===== src/rtl/lcd_char_wrap.sv =====
`default_nettype none
// ============================================================================
//  Module      : lcd_char_wrap
//  Description : Autonomous HD44780 4-bit character-LCD driver. Runs the
//                power-on nibble initialisation, configures and clears the
//                display, writes a fixed status banner, then idles quietly.
//                Define LCD_SECOND_LINE_EN to also write the second banner line.
//  Revision    : 1.0  initial release
// ============================================================================
module lcd_char_wrap #(
    parameter int T_POWERUP = 750000,
    parameter int T_INIT1   = 205000,
    parameter int T_INIT2   = 5000,
    parameter int T_CMD     = 2000,
    parameter int T_CLEAR   = 82000,
    parameter int T_GAP     = 50
) (
    input  logic       clk_50mhz,
    input  logic       rstn,
    output logic [2:0] lcd_ctrl_3bits,
    output logic [3:0] lcd_data_4bits
);

    typedef enum logic [2:0] {
        ST_PWRUP = 3'd0,
        ST_INIT  = 3'd1,
        ST_CFG   = 3'd2,
        ST_LINE1 = 3'd3,
        ST_LINE2 = 3'd4,
        ST_DONE  = 3'd5
    } state_t;

    typedef enum logic [1:0] {
        PH_NIB_HI = 2'd0,
        PH_GAP    = 2'd1,
        PH_NIB_LO = 2'd2,
        PH_WAIT   = 2'd3
    } phase_t;

    localparam logic [19:0] C_POWERUP = 20'(T_POWERUP);
    localparam logic [19:0] C_INIT1   = 20'(T_INIT1);
    localparam logic [19:0] C_INIT2   = 20'(T_INIT2);
    localparam logic [19:0] C_CMD     = 20'(T_CMD);
    localparam logic [19:0] C_CLEAR   = 20'(T_CLEAR);
    localparam logic [19:0] C_GAP     = 20'(T_GAP);

    // 32-character banner ROM: index 0 is the leftmost character of line 1
    localparam logic [255:0] C_BANNER = {"16PU DAQ READY  ", "SiTCP ADC 16CH  "};

    // Byte (or init nibble in the low half) carried by item i of state s
    function automatic logic [7:0] item_byte(state_t s, logic [4:0] i);
        logic [4:0] k;
        k = i - 5'd1 + ((s == ST_LINE2) ? 5'd16 : 5'd0);
        case (s)
            ST_INIT:  item_byte = (i == 5'd3) ? 8'h02 : 8'h03;
            ST_CFG: begin
                case (i[1:0])
                    2'd0:    item_byte = 8'h28;
                    2'd1:    item_byte = 8'h0C;
                    2'd2:    item_byte = 8'h06;
                    default: item_byte = 8'h01;
                endcase
            end
            ST_LINE1: item_byte = (i == 5'd0) ? 8'h80 : C_BANNER[{5'd31 - k, 3'b000} +: 8];
            ST_LINE2: item_byte = (i == 5'd0) ? 8'hC0 : C_BANNER[{5'd31 - k, 3'b000} +: 8];
            default:  item_byte = 8'h00;
        endcase
    endfunction

    // Characters are data writes; every other item is a command
    function automatic logic item_rs(state_t s, logic [4:0] i);
        item_rs = ((s == ST_LINE1) || (s == ST_LINE2)) && (i != 5'd0);
    endfunction

    // Post-item wait length
    function automatic logic [19:0] item_wait(state_t s, logic [4:0] i);
        if (s == ST_INIT)
            item_wait = (i == 5'd0) ? C_INIT1 : C_INIT2;
        else
            item_wait = (item_byte(s, i) == 8'h01) ? C_CLEAR : C_CMD;
    endfunction

    state_t      state_q, state_d;
    phase_t      phase_q, phase_d;
    logic [4:0]  idx_q, idx_d;
    logic [19:0] cnt_q, cnt_d;
    logic [2:0]  ctrl_q, ctrl_d;
    logic [3:0]  data_q, data_d;
    logic [4:0]  last_idx;
    logic [7:0]  nib_byte;
    logic        rs_d;
    logic        e_d;

    // Sequencer: walk items within each state, pacing nibbles, gaps and waits
    always_comb begin
        state_d  = state_q;
        phase_d  = phase_q;
        idx_d    = idx_q;
        cnt_d    = cnt_q + 20'd1;
        last_idx = ((state_q == ST_INIT) || (state_q == ST_CFG)) ? 5'd3 : 5'd16;
        case (state_q)
            ST_PWRUP: begin
                if (cnt_q == C_POWERUP - 20'd1) begin
                    state_d = ST_INIT;
                    idx_d   = 5'd0;
                    phase_d = PH_NIB_LO;
                    cnt_d   = 20'd0;
                end
            end
            ST_DONE: begin
                cnt_d = 20'd0;
            end
            default: begin
                case (phase_q)
                    PH_NIB_HI: begin
                        if (cnt_q == 20'd15) begin
                            phase_d = (C_GAP == 20'd0) ? PH_NIB_LO : PH_GAP;
                            cnt_d   = 20'd0;
                        end
                    end
                    PH_GAP: begin
                        if (cnt_q == C_GAP - 20'd1) begin
                            phase_d = PH_NIB_LO;
                            cnt_d   = 20'd0;
                        end
                    end
                    PH_NIB_LO: begin
                        if (cnt_q == 20'd15) begin
                            phase_d = PH_WAIT;
                            cnt_d   = 20'd0;
                        end
                    end
                    default: begin
                        if (cnt_q == item_wait(state_q, idx_q) - 20'd1) begin
                            cnt_d = 20'd0;
                            if (idx_q == last_idx) begin
                                idx_d   = 5'd0;
                                phase_d = PH_NIB_HI;
                                case (state_q)
                                    ST_INIT:  state_d = ST_CFG;
                                    ST_CFG:   state_d = ST_LINE1;
`ifdef LCD_SECOND_LINE_EN
                                    ST_LINE1: state_d = ST_LINE2;
`else
                                    ST_LINE1: state_d = ST_DONE;
`endif
                                    default:  state_d = ST_DONE;
                                endcase
                            end else begin
                                idx_d   = idx_q + 5'd1;
                                phase_d = (state_q == ST_INIT) ? PH_NIB_LO : PH_NIB_HI;
                            end
                        end
                    end
                endcase
            end
        endcase

        // Outputs follow the next sequencer position so they register in step
        nib_byte = item_byte(state_d, idx_d);
        rs_d     = ctrl_q[0];
        data_d   = data_q;
        e_d      = 1'b0;
        if ((state_d == ST_PWRUP) || (state_d == ST_DONE)) begin
            rs_d   = 1'b0;
            data_d = 4'h0;
        end else if ((phase_d == PH_NIB_HI) || (phase_d == PH_NIB_LO)) begin
            rs_d   = item_rs(state_d, idx_d);
            data_d = (phase_d == PH_NIB_HI) ? nib_byte[7:4] : nib_byte[3:0];
            e_d    = (cnt_d >= 20'd2) && (cnt_d <= 20'd13);
        end
        ctrl_d = {e_d, 1'b0, rs_d};
    end

    // State, counters and registered bus outputs
    always_ff @(posedge clk_50mhz or negedge rstn) begin
        if (!rstn) begin
            state_q <= ST_PWRUP;
            phase_q <= PH_WAIT;
            idx_q   <= 5'd0;
            cnt_q   <= 20'd0;
            ctrl_q  <= 3'b000;
            data_q  <= 4'h0;
        end else begin
            state_q <= state_d;
            phase_q <= phase_d;
            idx_q   <= idx_d;
            cnt_q   <= cnt_d;
            ctrl_q  <= ctrl_d;
            data_q  <= data_d;
        end
    end

    assign lcd_ctrl_3bits = ctrl_q;
    assign lcd_data_4bits = data_q;

endmodule
`default_nettype wire


===== config.mk =====
export PLATFORM = sky130hd
export DESIGN_NAME = lcd_char_wrap
export DESIGN_NICKNAME = d
export VERILOG_FILES = /design/src/rtl/lcd_char_wrap.sv
export SDC_FILE = /design/constraint.sdc
export NUM_CORES = 1
export LEC_CHECK = 0
export CAP_MARGIN = 20
export CORE_MARGIN = 2
export CORE_UTILIZATION = 67
export DETAILED_ROUTE_END_ITERATION = 12
export GPL_TIMING_DRIVEN = 0
export MAX_ROUTING_LAYER = met4
export PLACE_DENSITY_LB_ADDON = 0.08
export SLEW_MARGIN = 20
export SYNTH_ARGS = -nofsm -noshare
export SYNTH_HDL_FRONTEND = slang
export SYNTH_SLANG_ARGS = --single-unit

===== constraint.sdc =====
create_clock -name clk_50mhz -period 8.8 [get_ports clk_50mhz]
set_input_delay 1.76 -clock clk_50mhz [delete_from_list [all_inputs] [get_ports clk_50mhz]]
set_output_delay 1.76 -clock clk_50mhz [all_outputs]
set_load 0.005 [all_outputs]

; ---- Yosys cells after proc, flatten, opt, wreduce, memory -nomap -nowiden
; Index checks and enable logic that the tools add are counted.
[word_totals]
reg_bits = 36
in_bits = 2
output_inout_bits = 7
word_cells = 116
[op_classes]
n_addsub = 9
magnitude_cmp = 2
eq_ne = 24
shift = 2
muxes = 53
reduce_logical = 19
[ops]
columns = op, n
row1 = $shiftx A256 B9 Y8 const A, 2
row2 = $mux W20, 6
row3 = $pmux W20 S2, 2
row4 = $mux W8, 7
row5 = $mux W18, 2
row6 = $pmux W6 S3, 2
row7 = $mux W5, 7
row8 = $pmux W8 S4, 1
row9 = $pmux W8 S3, 1
row10 = $add A20 B1 Y20 const B, 1
row11 = $eq A20 B20 Y1, 1
row12 = $eq A20 B20 Y1 const B, 1
row13 = $eq A20 B4 Y1 const B, 1
row14 = $eq A20 B6 Y1 const B, 1
row15 = $ge A20 B2 Y1 const B, 1
row16 = $le A20 B4 Y1 const B, 1
row17 = $sub A20 B1 Y20 const B, 1
row18 = $mux W17, 1
row19 = $mux W2, 7
row20 = $eq A3 B2 Y1 const B, 4
row21 = $eq A3 B3 Y1 const B, 4
row22 = $mux W3, 4
row23 = $mux W4, 3
row24 = $pmux W3 S2, 2
row25 = other kinds (23), 46

; ---- Longest topological paths before layout
; Gate-level depths: netlist of run 1.
[logic_depth]
depth_word = 30
mapped_depth = 28

; ---- Least setup slack after synthesis of run 1
; No wires, ideal clock.
[synth_path]
path_type = reg2reg
startpoint = reg idx_q[0]
endpoint = reg data_q[2] (netlist: lcd_data_4bits[2])
arrival_time_ns = 5.574
path_slack_ns = 3.105
path_stages_with_launch = 27
path_buffers = 1
synth_period_minus_slack_ns = 5.695
cell_sequence = dfrtp_1 > inv_1 > ha_1 > inv_1 > ha_1 > xnor2_1 > mux4_2 > o21ai_1 > a31oi_1 > nor2_1 > o211ai_1 > a31o_2 > and2_1 > a31o_2 > inv_1 > ha_1 > inv_1 > ha_1 > xor2_1 > clkbuf_1 > o21ai_0 > o21ai_0 > nor2_1 > o21ai_1 > a31oi_1 > or3b_1 > a32o_1
[synth_via]
elab_cells_between_ends = 65
cone_classes = add/sub (8) / eq/ne (13) / shift (2) / mux (33) / reduce/logical (9)
[synth_rtl]
columns = element, line
row1 = "start, declared", 85  ; logic [4:0] idx_q, idx_d;
row2 = "start signal, assigned", 187  ; idx_q <= idx_d;
row3 = $sub A5 B1 Y5, 53  ; k = i - 5'd1 + ((s == ST_LINE2) ? 5'd16 : 5'd0);
row4 = $add A5 B5 Y5, 53
row5 = $sub A5 B5 Y5, "64, 65"
row6 = $shiftx A256 B9 Y8, "64, 65"
row7 = $mux W8 (on tied branches), "65, 64"
row8 = $pmux W8 S3, 54  ; case (s)
row9 = $mux W8, 77  ; if (s == ST_INIT)
row10 = $mux W8, 114  ; case (phase_q)
row11 = [... 11 more ...], -
row12 = via idx_d[1], 85
row13 = [... 1 more ...], -
row14 = $add A5 B5 Y5, 53
row15 = $sub A5 B5 Y5, "64, 65"
row16 = $shiftx A256 B9 Y8, "64, 65"
row17 = $mux W8 (on tied branches), "65, 64"
row18 = $pmux W8 S4 *, 54
row19 = $mux W4 *, 169  ; data_d = (phase_d == PH_NIB_HI) ? nib_byte[7:4] : nib_byte[3:0];
row20 = $mux W4 *, 167  ; end else if ((phase_d == PH_NIB_HI) || (phase_d == PH_NIB_LO)) begin
row21 = $mux W4 *, 164  ; if ((state_d == ST_PWRUP) || (state_d == ST_DONE)) begin
row22 = "end signal, assigned", 190  ; data_q <= data_d;
row23 = "end, declared", 88  ; logic [3:0] data_q, data_d;
; The timed path passes the listed nets; every way through them passes the cells marked *. The select of a mux whose other input is x is not followed.
; A chain may end at the register's enable or synchronous reset.

; ---- Final worst setup path of run 1
; Same ends and word-level chain as after synthesis.

==> run summary, run 1 <==
outcome: completed
core area: 5850 um2
per-cell via count in the routed design: 6.56
clk_skew: 0.0111 ns
Vias: 3995
Reg2Reg Depth: 26
initial antenna violation count: 0
hold endpoint: lcd_data_4bits[1]$_DFFE_PN0P_
DRT Pass-1 Iters: 5
GRT Util Overall: 33.7%
share of cells above drive strength 1: 7.12%
CP max stage delay: 0.61 ns
Reg clk slew, reported paths: 0.07 ns
Achievable Freq: 143 MHz
Final Cell Area: 4290 um2
Overflow after GRT: 0
Mapped Area: 4030 um2
worst r2r dst: lcd_data_4bits[2]$_DFFE_PN0P_
YS warnings: 0
Cell Pwr Density: 67.8 nW/um2
gp weighted congestion: 0.969
DR DRC count: 0
Worst Setup SP: idx_q[0]$_DFF_PN0_
Mean Syn Cell Area: 7.77 um2
die height: 81.5 um
P_leak: 1.87 nW
post-CTS resize count: 0
Ant. Diodes: 0
DRT Wirelength: 10500 um
r2r startpoint: idx_q[0]$_DFF_PN0_
number of max-cap violations: 0
Final min period: 6.98 ns
WL per Instance: 17.3 um
largest net degree at the start of global routing: 31
antenna-violating nets left: 0
max_slew headroom: 51.4%
first-pass GRT wire length: 17000 um
Buffers on Ports: 7
HPWL Detailed: 7830 um
DP Area: 4200 um2
Hold-fix buffers, CTS: 0
post-synth cell types: 80
clock sink total: 36
Synth async-reset ratio: 100%
drt initial violations: 516
final worst-path cycle share: 79.3%
most frequent cells in the layout: nor2_1, nand2_1, dfrtp_1
Finish-stage setup viols: 0
# rows: 28
CTS buffer count: 5
num ports: 9
Mapped Cells: 518
number of synthesized flops with an enable pin: 0
Net Count, Synth: 545
Area Overhead vs Synth: 6.56%
unrepaired setup endpoints after global routing: false
clk_lat worst skew: 0.30 ns
Hold Fails Final Rpt: 0
Setup CP Type: flip-flop to flip-flop
Hold Crit Class: flip-flop to flip-flop
sequential area share after synthesis: 22.4%
crit end category: flip-flop
Final Max Tran Viols: 0
Clock Tree Root: clkbuf_8
Post-CTS Setup Bufs: 0
commonest non-fill, non-tap cell in the layout: nor2_1
Crit-path slowest cell: xnor2_1
clock buffer depth: 2
Setup TNS: 0 ns
DIE AREA: 6640 um2
die width: 81.5 um
CTS tree: done
Initial Util: 68.8%
Worst EP required: 8.98 ns
WHS Path Cells: 1
FILL cells: 479
vias in the first global route: 3587
crit-path max FO: 11
type of origin of the critical path: flip-flop
Worst VDD drop: 0.0000932 V
FF-to-FF setup slack: 1.82 ns
Tightest Pin Transition: 0.724 ns
Synth Register Bits: 36
Data arrival, critical path: 7.16 ns
H-tree lvl count: 2
hold wc startpoint: lcd_data_4bits[1]$_DFFE_PN0P_
fin nets: 560
ys flop type: dfrtp_1
Yosys cell counts, types with 6 or more instances:
cell type / n / area [um2]
inv_1: 25 / 93.8
a31oi_1: 8 / 50.1
xnor2_1: 16 / 140
nor4_1: 8 / 50.1
nand3_1: 15 / 75.1
nor3_1: 18 / 90.1
nand2b_1: 7 / 43.8
nor2b_1: 6 / 37.5
o21ai_0: 30 / 150
ha_1: 25 / 313
a21oi_1: 24 / 120
mux2i_1: 9 / 90.1
and3_1: 9 / 56.3
xor2_1: 15 / 131
clkbuf_1: 22 / 82.6
dfrtp_1: 34 / 851
o21ai_1: 6 / 30.0
nand2_1: 57 / 214
nand4_1: 10 / 62.6
nor3b_1: 6 / 45.0
nor2_1: 61 / 229
final cells by class:
cell class / count / area, um2 / area share [%]
Buffer: 31 / 143 / 3.33
Timing Repair Buffer: 8 / 85.1 / 1.98
Tap cell: 75 / 93.8 / 2.19
Sequential cell: 36 / 903 / 21.1
Clock buffer: 7 / 76.3 / 1.78
Inverter: 25 / 93.8 / 2.19
Multi-Input combinational cell: 426 / 2890 / 67.3
Clock inverter: 1 / 8.76 / 0.204
cells by family after synthesis:
group	after synthesis	share of synthesized area [%]
buffers and inverters	56	5.87
other	1	0.0932
AND/OR/NAND/NOR	227	29.3
XOR/XNOR	35	9.11
adder cells (fa/ha/maj)	25	7.77
multiplexers	13	3.73
AO/OA/AOI/OAI	125	21.7
flip-flops	36	22.4
routing by layer:
layer / vias to the layer above / part of all wire [%] / track usage [%]
met3: 35 / 6.4 / 4.07
met4: 0 / 2.4 / 10.8
met1: 1904 / 45 / 44.6
met5: - / 0 / -
met2: 182 / 46 / 53.9
li1: 1874 / - / -
worst max-delay path, delay by kind of cell, from the launching register on:
kind	cells	cell delay, ns
flip-flops	1	0.52
AND/OR/NAND/NOR	4	0.98
XOR/XNOR	2	0.79
buffers and inverters	5	0.88
AO/OA/AOI/OAI	10	2.10
adder cells (fa/ha/maj)	4	1.00
multiplexers	1	0.60
how the worst max path moves through the flow:
stage	end	slack, ns
finish	lcd_data_4bits[2]$_DFFE_PN0P_	1.82
global route	lcd_data_4bits[2]$_DFFE_PN0P_	1.35
CTS	lcd_data_4bits[2]$_DFFE_PN0P_	1.98
detailed placement	lcd_data_4bits[2]$_DFFE_PN0P_	2.00
global placement	lcd_data_4bits[2]$_DFFE_PN0P_	2.20
floorplan	lcd_data_4bits[2]$_DFFE_PN0P_	3.10
registers in the layout (all words and copies together) (netlist names):
name / count
cnt_q: 20
state_q: 3
phase_q: 2
lcd_data_4bits: 4
idx_q: 5
lcd_ctrl_3bits: 2
report_power, final:
| part | leakage [nW] | internal [W] | switching, W | total, W |
|---|---|---|---|---|
| registers | 0.481 | 0.000165 | 0 | 0.000165 |
| clock network | 0.0424 | 0.0000566 | 0.0000641 | 0.000121 |
| logic | 1.35 | 0.00000134 | 0.00000359 | 0.00000493 |
| total | 1.87 | 0.000223 | 0.0000677 | 0.000291 |
stage by stage:
stage | std cells | hold slack [ns] | setup slack, ns | utilization [%] | power, W
after floorplan | 518 | 0.473 | 3.10 | - | 0.000169
after global placement | 600 | 0.473 | 2.20 | 71.6 | 0.000173
after detailed placement | 601 | 0.484 | 2.00 | 71.9 | 0.000174
after CTS | 609 | 0.508 | 1.98 | 73.3 | 0.000290
after global routing | 609 | 0.516 | 1.35 | 73.3 | 0.000297
final | 609 | 0.497 | 1.82 | 73.3 | 0.000291
No activity file was read; power rests on OpenSTA's default activity.
==> inputs of run 2 (changes only) <==
--- a/config.mk
+++ b/config.mk
@@ -7,7 +7,7 @@
 export LEC_CHECK = 0
 export CAP_MARGIN = 20
 export CORE_MARGIN = 2
-export CORE_UTILIZATION = 67
+export CORE_UTILIZATION = 58
 export DETAILED_ROUTE_END_ITERATION = 12
 export GPL_TIMING_DRIVEN = 0
 export MAX_ROUTING_LAYER = met4
==> constraint.sdc (replaced) <==
create_clock -name clk_50mhz -period 5.7 [get_ports clk_50mhz]
set_input_delay 1.14 -clock clk_50mhz [delete_from_list [all_inputs] [get_ports clk_50mhz]]
set_output_delay 1.14 -clock clk_50mhz [all_outputs]
set_load 0.005 [all_outputs]
==> run 2 against run 1 <==
Effect of this change:
- cell count increased by 4.8%
- maximum frequency grew 25%
- sequential share of layout area is 1.7 points lower
- clock skew is 0.0034 ns higher
- register-to-register slack lost 1.7 ns
- clock power up 50%
- die area increased by 15%
- routed wire length is 4.8% higher
- power grew 53%
- count of clock-buffer cells in the layout unchanged
- worst hold slack worse by 0.0034 ns
- largest cell class unchanged
==> run summary, run 2 (same netlist as run 1, synthesis figures left out) <==
Reg clk slew, reported paths: 0.07 ns (about the same)
Tightest Pin Transition: 0.714 ns (-0.00995 ns)
FF/Latch Area: 908 um2 (+0.55%)
Data arrival, critical path: 5.74 ns (-1.42 ns)
type of origin of the critical path: flip-flop
Hold Fails Final Rpt: 0 (unchanged)
clock buffer depth: 2 (unchanged)
Final Cell Area: 4680 um2 (+9.2%)
DIE AREA: 7620 um2 (+15%)
net switching power: 0.000100 W (+48%)
final hold slack: 0.494 ns (-0.00340 ns)
Sw Ratio: 22.6% (-0.70 points)
CTS buffer count: 5 (unchanged)
number of max-cap violations: 0 (unchanged)
final worst-path cycle share: 97.7% (+18 points)
num ports: 9 (unchanged)
Finish-stage setup viols: 0 (unchanged)
WL per Instance: 17.3 um (about the same)
Core Util, Final: 69.3% (-4.0 points)
DRT Pass-1 Iters: 5 (unchanged)
met3 Use GR: 3.79% (-0.27 points)
max_slew headroom: 51.9% (+0.51 points)
first-pass GRT wire length: 17300 um (+1.6%)
largest net degree at the start of global routing: 31 (unchanged)
outcome: completed
clk_skew: 0.0145 ns (+0.00343 ns)
commonest non-fill, non-tap cell in the layout: nor2_1
CP dominant cell by count: ha_4
Hold Crit Class: flip-flop to flip-flop
Seq pwr share: 57.4% (+0.6 points)
clock share of power: 41.0% (-0.5 points)
area of the multi-input gates: 3070 um2 (+6.2%)
Area Overhead vs Synth: 16.4%
Cell Pwr Density: 95.0 nW/um2 (+40%)
Achievable Freq: 180 MHz (+25%)
P_leak: 2.01 nW (+7.2%)
Top Usage Layer GRT: met2
Post-Layout Cell Count: 638 (+4.8%)
initial antenna violation count: 0 (unchanged)
combinational share of power: 1.7% (about the same)
Worst VDD drop: 0.000128 V (+37%)
# rows: 30 (+7.1%)
antenna-violating nets left: 0 (unchanged)
Worst EP required: 5.88 ns (-3.10 ns)
share of cells above drive strength 1: 16.5% (+9.4 points)
CP Buf/Inv Count: 5 (unchanged)
Initial Util: 59.6% (-9.2 points)
Overflow after GRT: 0 (unchanged)
Final Max Tran Viols: 0 (unchanged)
clk_lat worst skew: 0.30 ns (about the same)
Vias: 4024 (+0.73%)
max reg flops: 20 (unchanged)
most frequent cells in the layout: nor2_1, nand2_1, dfrtp_1
FILL cells: 552 (+15%)
Buffers on Ports: 7 (unchanged)
H-tree lvl count: 2 (unchanged)
gp weighted congestion: 0.948 (-2.2%)
Crit-path slowest cell: dfrtp_2
crit-path max FO: 7 (-4)
per-cell via count in the routed design: 6.31 (-3.9%)
clock sink total: 36 (unchanged)
met2 usage: 45.0% (-8.9 points)
Largest Register: cnt_q
CTS tree: done
die width: 87.3 um (+7.1%)
Final min period: 5.57 ns (-1.41 ns)
DR DRC count: 0 (unchanged)
DP Area: 4210 um2 (+0.15%)
drt initial violations: 315 (-39%)
internal power: 0.000345 W (+54%)
die height: 87.3 um (+7.1%)
DRT Wirelength: 11000 um (+4.8%)
crit end category: flip-flop
Setup CP Type: flip-flop to flip-flop
Cells after DPL: 606 (+0.83%)
vias in the first global route: 3590 (+0.084%)
fin nets: 584 (+4.3%)
GRT Util Overall: 29.2% (-4.5 points)
GR Layer Usage met1: 40.0% (-4.6 points)
CP max stage delay: 0.44 ns (-0.17 ns)
CP delay by family, top: compound AO/OA/AOI/OAI gates
Ant. Diodes: 0 (unchanged)
Power, Total: 0.000445 W (+53%)
HPWL Detailed: 7900 um (+0.94%)
core area: 6760 um2 (+15%)
Clock Tree Root: clkbuf_8
==> run 2: cell types whose count changed in the layout (fill, tap and decap cells not counted), moves of 3 or more <==
cell / before / now
buf_4: 2 / 28
clkbuf_1: 24 / 21
dfrtp_1: 34 / 30
dfrtp_2: 0 / 4
ha_1: 25 / 19
ha_4: 0 / 6
inv_1: 25 / 19
inv_2: 0 / 3
o21ai_0: 30 / 27
==> run 2: final cells by class <==
type / count / share of cell area [%]
Clock buffer: 7 / 1.63
Buffer: 30 / 3.21
Multi-Input combinational cell: 426 / 65.4
Inverter: 25 / 2.19
Tap cell: 80 / 2.14
Timing Repair Buffer: 33 / 5.82
Sequential cell: 36 / 19.4
Clock inverter: 1 / 0.187
==> run 2: repair_timing <==
item / 4_1_cts / 5_1_grt
pin swaps: 4 / 15
hold buffers: 0 / 0
endpoints found under the setup margin: 4 / 3
endpoints found under the hold margin: 0 / 0
gates resized for setup: 26 / 22
setup buffers: 4 / 21
==> run 2: final timing paths <==
kind	startpoint	endpoint	slack, ns	depth (start not counted)
worst max-delay path	idx_q[0]$_DFF_PN0_	lcd_data_4bits[2]$_DFFE_PN0P_	0.13	27
worst min-delay path	lcd_data_4bits[3]$_DFFE_PN0P_	lcd_data_4bits[3]$_DFFE_PN0P_	0.49	2
worst max register to register	idx_q[0]$_DFF_PN0_	lcd_data_4bits[2]$_DFFE_PN0P_	0.13	27
worst min register to register	lcd_data_4bits[3]$_DFFE_PN0P_	lcd_data_4bits[3]$_DFFE_PN0P_	0.49	2
max in group asynchronous	rstn	phase_q[1]$_DFF_PN1_	4.55	2
min in group asynchronous	rstn	cnt_q[2]$_DFF_PN0_	0.66	1
==> run 2: worst reg2reg max path, delay by kind of cell, from the launching register on <==
kind,cells,cell delay [ns]
AOI/OAI and AO/OA,10,2.06
and+or+nand+nor,7,1.46
adders and majority gates,4,0.74
buffers and inverters,5,0.52
DFF,1,0.44
xor gates and xnor gates,1,0.23
==> run 2: stage by stage <==
stage	setup TNS, ns	worst slack [ns]
final	0	0.134
after global routing	-0.0808	-0.0808
after CTS	0	0.00709
after detailed placement	-3.01	-1.06
after global placement	-2.79	-0.977
after floorplan	0	0.00470
==> run 2: power by group through the flow <==
stage	clock network, W	logic, W	registers (W)
2_1_floorplan	0	0.000000642	0.000260
3_3_place_gp	0	0.00000641	0.000260
3_5_place_dp	0	0.00000795	0.000260
4_1_cts	0.000184	0.00000788	0.000255
5_1_grt	0.000196	0.00000868	0.000255
6_report	0.000182	0.00000747	0.000255
==> run 2: layer usage <==
metal	wire [um]	share of wire, %
met3	618	5.6
met2	5210	47
met5	0	0
met1	5000	45
met4	210	1.9
==> inputs of run 3 (changes only) <==
--- a/config.mk
+++ b/config.mk
@@ -6,12 +6,13 @@
 export NUM_CORES = 1
 export LEC_CHECK = 0
 export CAP_MARGIN = 20
-export CORE_MARGIN = 2
-export CORE_UTILIZATION = 58
+export CORE_UTILIZATION = 59
 export DETAILED_ROUTE_END_ITERATION = 12
+export DONT_BUFFER_PORTS = 1
 export GPL_TIMING_DRIVEN = 0
 export MAX_ROUTING_LAYER = met4
 export PLACE_DENSITY_LB_ADDON = 0.08
+export SETUP_SLACK_MARGIN = 0.15
 export SLEW_MARGIN = 20
 export SYNTH_ARGS = -nofsm -noshare
 export SYNTH_HDL_FRONTEND = slang
==> run 3 against run 2 <==
Effect of this change:
- power up 0.86%
- clock skew fell by 0.0057 ns
- via count is 0.70% lower
- die area fell by 6.1%
- routed wire length down 2.6%
- maximum frequency is 1.4% higher
- register-to-register slack better by 0.08 ns
- flip-flop and latch count stayed put
- worst hold slack improved by 0.030 ns
- non-clock buffer count fell by 10
- largest power group unchanged
==> run summary, run 3 (same netlist as run 1, synthesis figures left out) <==
Reg2Reg Depth: 27 (unchanged)
clock share of power: 43.0% (+2.0 points)
DR DRC count: 0 (unchanged)
Clock Tree Root: clkbuf_8
Cell Pwr Density: 97.8 nW/um2 (+2.9%)
share of cells above drive strength 1: 17.2% (+0.67 points)
Worst EP required: 5.89 ns (about the same)
hold wc startpoint: cnt_q[0]$_DFF_PN0_
DRT Pass-1 Iters: 5 (unchanged)
r2r startpoint: idx_q[0]$_DFF_PN0_
Worst VDD drop: 0.000158 V (+24%)
Sw Ratio: 21.1% (-1.4 points)
clk_skew: 0.00884 ns (-0.00570 ns)
clock sink total: 36 (unchanged)
first-pass GRT wire length: 17400 um (+0.64%)
outcome: completed
Reg clk slew, reported paths: 0.07 ns (about the same)
Final Max Tran Viols: 0 (unchanged)
Vias: 3996 (-0.70%)
HPWL Detailed: 7640 um (-3.3%)
Achievable Freq: 182 MHz (+1.4%)
P_leak: 1.97 nW (-1.7%)
# rows: 29 (-3.3%)
Finish-stage setup viols: 0 (unchanged)
FF/Latch Area: 908 um2 (unchanged)
clock buffer depth: 2 (unchanged)
H-tree lvl count: 2 (unchanged)
combinational share of power: 0.2% (-1.5 points)
worst r2r dst: lcd_data_4bits[2]$_DFFE_PN0P_
commonest non-fill, non-tap cell in the layout: nor2_1
die height: 84.6 um (-3.1%)
crit path capture: lcd_data_4bits[2]$_DFFE_PN0P_
core area: 6460 um2 (-4.4%)
GRT Util Overall: 31.2% (+2.0 points)
most frequent cells in the layout: nor2_1, nand2_1, dfrtp_1
type of origin of the critical path: flip-flop
DP Worst Slack: -0.697 ns (+0.364 ns)
max reg flops: 20 (unchanged)
max_slew headroom: 50.1% (-1.8 points)
Overflow after GRT: 0 (unchanged)
Seq pwr share: 56.9% (-0.5 points)
vias in the first global route: 3689 (+2.8%)
Worst Setup SP: idx_q[0]$_DFF_PN0_
number of max-cap violations: 0 (unchanged)
internal power: 0.000354 W (+2.7%)
Final min period: 5.49 ns (-0.0778 ns)
initial antenna violation count: 0 (unchanged)
per-cell via count in the routed design: 6.39 (+1.4%)
Setup TNS: 0 ns (unchanged)
Hold Fails Final Rpt: 0 (unchanged)
WL per Instance: 17.2 um (-0.55%)
clk_lat worst skew: 0.30 ns (about the same)
largest net degree at the start of global routing: 37 (+19%)
CTS tree: done
FF-to-FF setup slack: 0.21 ns (+0.08 ns)
crit end category: flip-flop
final worst-path cycle share: 96.3% (-1.4 points)
Hold Crit Class: flip-flop to flip-flop
DIE AREA: 7160 um2 (-6.1%)
Data arrival, critical path: 5.68 ns (-0.06 ns)
area of the multi-input gates: 3060 um2 (-0.16%)
setup ws final: 0.211 ns (+0.0778 ns)
Largest Register: cnt_q
Hold-fix buffers, CTS: 0 (unchanged)
Power, Total: 0.000449 W (+0.86%)
gp weighted congestion: 0.932 (-1.7%)
Initial Util: 62.3% (+2.7 points)
Setup CP Type: flip-flop to flip-flop
num ports: 9 (unchanged)
final hold slack: 0.524 ns (+0.0296 ns)
FILL cells: 531 (-3.8%)
CTS buffer count: 5 (unchanged)
unrepaired setup endpoints after global routing: false
drt initial violations: 282 (-10%)
Area Overhead vs Synth: 14.0%
Ant. Diodes: 0 (unchanged)
crit-path max FO: 10 (+3)
die width: 84.6 um (-3.1%)
Tightest Pin Transition: 0.740 ns (+0.0260 ns)
antenna-violating nets left: 0 (unchanged)
DRT Wirelength: 10800 um (-2.6%)
net switching power: 0.0000949 W (-5.5%)
fin nets: 574 (-1.7%)
Buffers on Ports: 0 (-7)
[run 3: cell type report]
class	instances	area share, %
tap	77	2.10
sequential	36	19.8
multi-input combinational	426	66.7
inverter	25	2.24
clock inverter	1	0.164
clock buffer	7	1.88
buffer	31	3.54
timing repair buffer	22	3.60
[run 3: layer usage]
layer	GRT usage, %	share of wire [%]
met1	40.9	45
met2	48.2	46
met3	6.39	6.6
met4	10.3	2.4
met5	-	0
[run 3: power groups by stage]
stage | logic [W] | registers (W) | clock network, W
global route | 0.000000764 | 0.000255 | 0.000207
global placement | 0.000000642 | 0.000260 | 0
CTS | 0.000000642 | 0.000255 | 0.000199
floorplan | 0.000000642 | 0.000260 | 0
detailed placement | 0.000000642 | 0.000260 | 0
finish | 0.000000707 | 0.000255 | 0.000193
[run 3: worst min path at each step]
stage	to	slack, ns	depth (start not counted)
2_1_floorplan	lcd_data_4bits[3]$_DFFE_PN0P_	0.47	2
3_3_place_gp	lcd_ctrl_3bits[0]$_DFFE_PN0P_	0.50	2
3_5_place_dp	lcd_data_4bits[3]$_DFFE_PN0P_	0.51	2
4_1_cts	cnt_q[2]$_DFF_PN0_	0.52	0
5_1_grt	cnt_q[2]$_DFF_PN0_	0.51	0
6_report	cnt_q[0]$_DFF_PN0_	0.52	1
[run 3: timing repair]
item | CTS | global route
buffers inserted | 11 | 11
hold endpoints to repair | 0 | 0
pin swaps | 10 | 14
gates resized for setup | 30 | 22
setup endpoints to repair | 4 | 3
[run 3: per-stage QoR]
| step | cells | cell area, um2 | util (%) |
|---|---|---|---|
| finish | 625 | 4590 | 71.1 |
| global route | 625 | 4590 | 71.1 |
| CTS | 614 | 4410 | 68.3 |
| detailed placement | 595 | 4130 | 64.0 |
| global placement | 595 | 4130 | 64.0 |
| floorplan | 518 | 4040 | - |
[run 3: critical path, cell delays in order (launching register included)]
cell and delay [ns]:
dfrtp_2 0.44, inv_4 0.08, ha_4 0.13, inv_2 0.05
ha_2 0.22, xor2_2 0.18, buf_6 0.16, nor4b_1 0.37
o21ai_0 0.15, a31oi_1 0.24, nor2_2 0.12, buf_4 0.15
or2_1 0.24, o211a_1 0.27, a221o_2 0.43, inv_2 0.11
ha_4 0.14, inv_1 0.06, ha_4 0.18, xor2_2 0.16
buf_6 0.15, nor3_1 0.15, nor2_1 0.09, and2_1 0.17
o21ai_1 0.13, a31oi_1 0.09, or3b_1 0.41, a32o_2 0.28
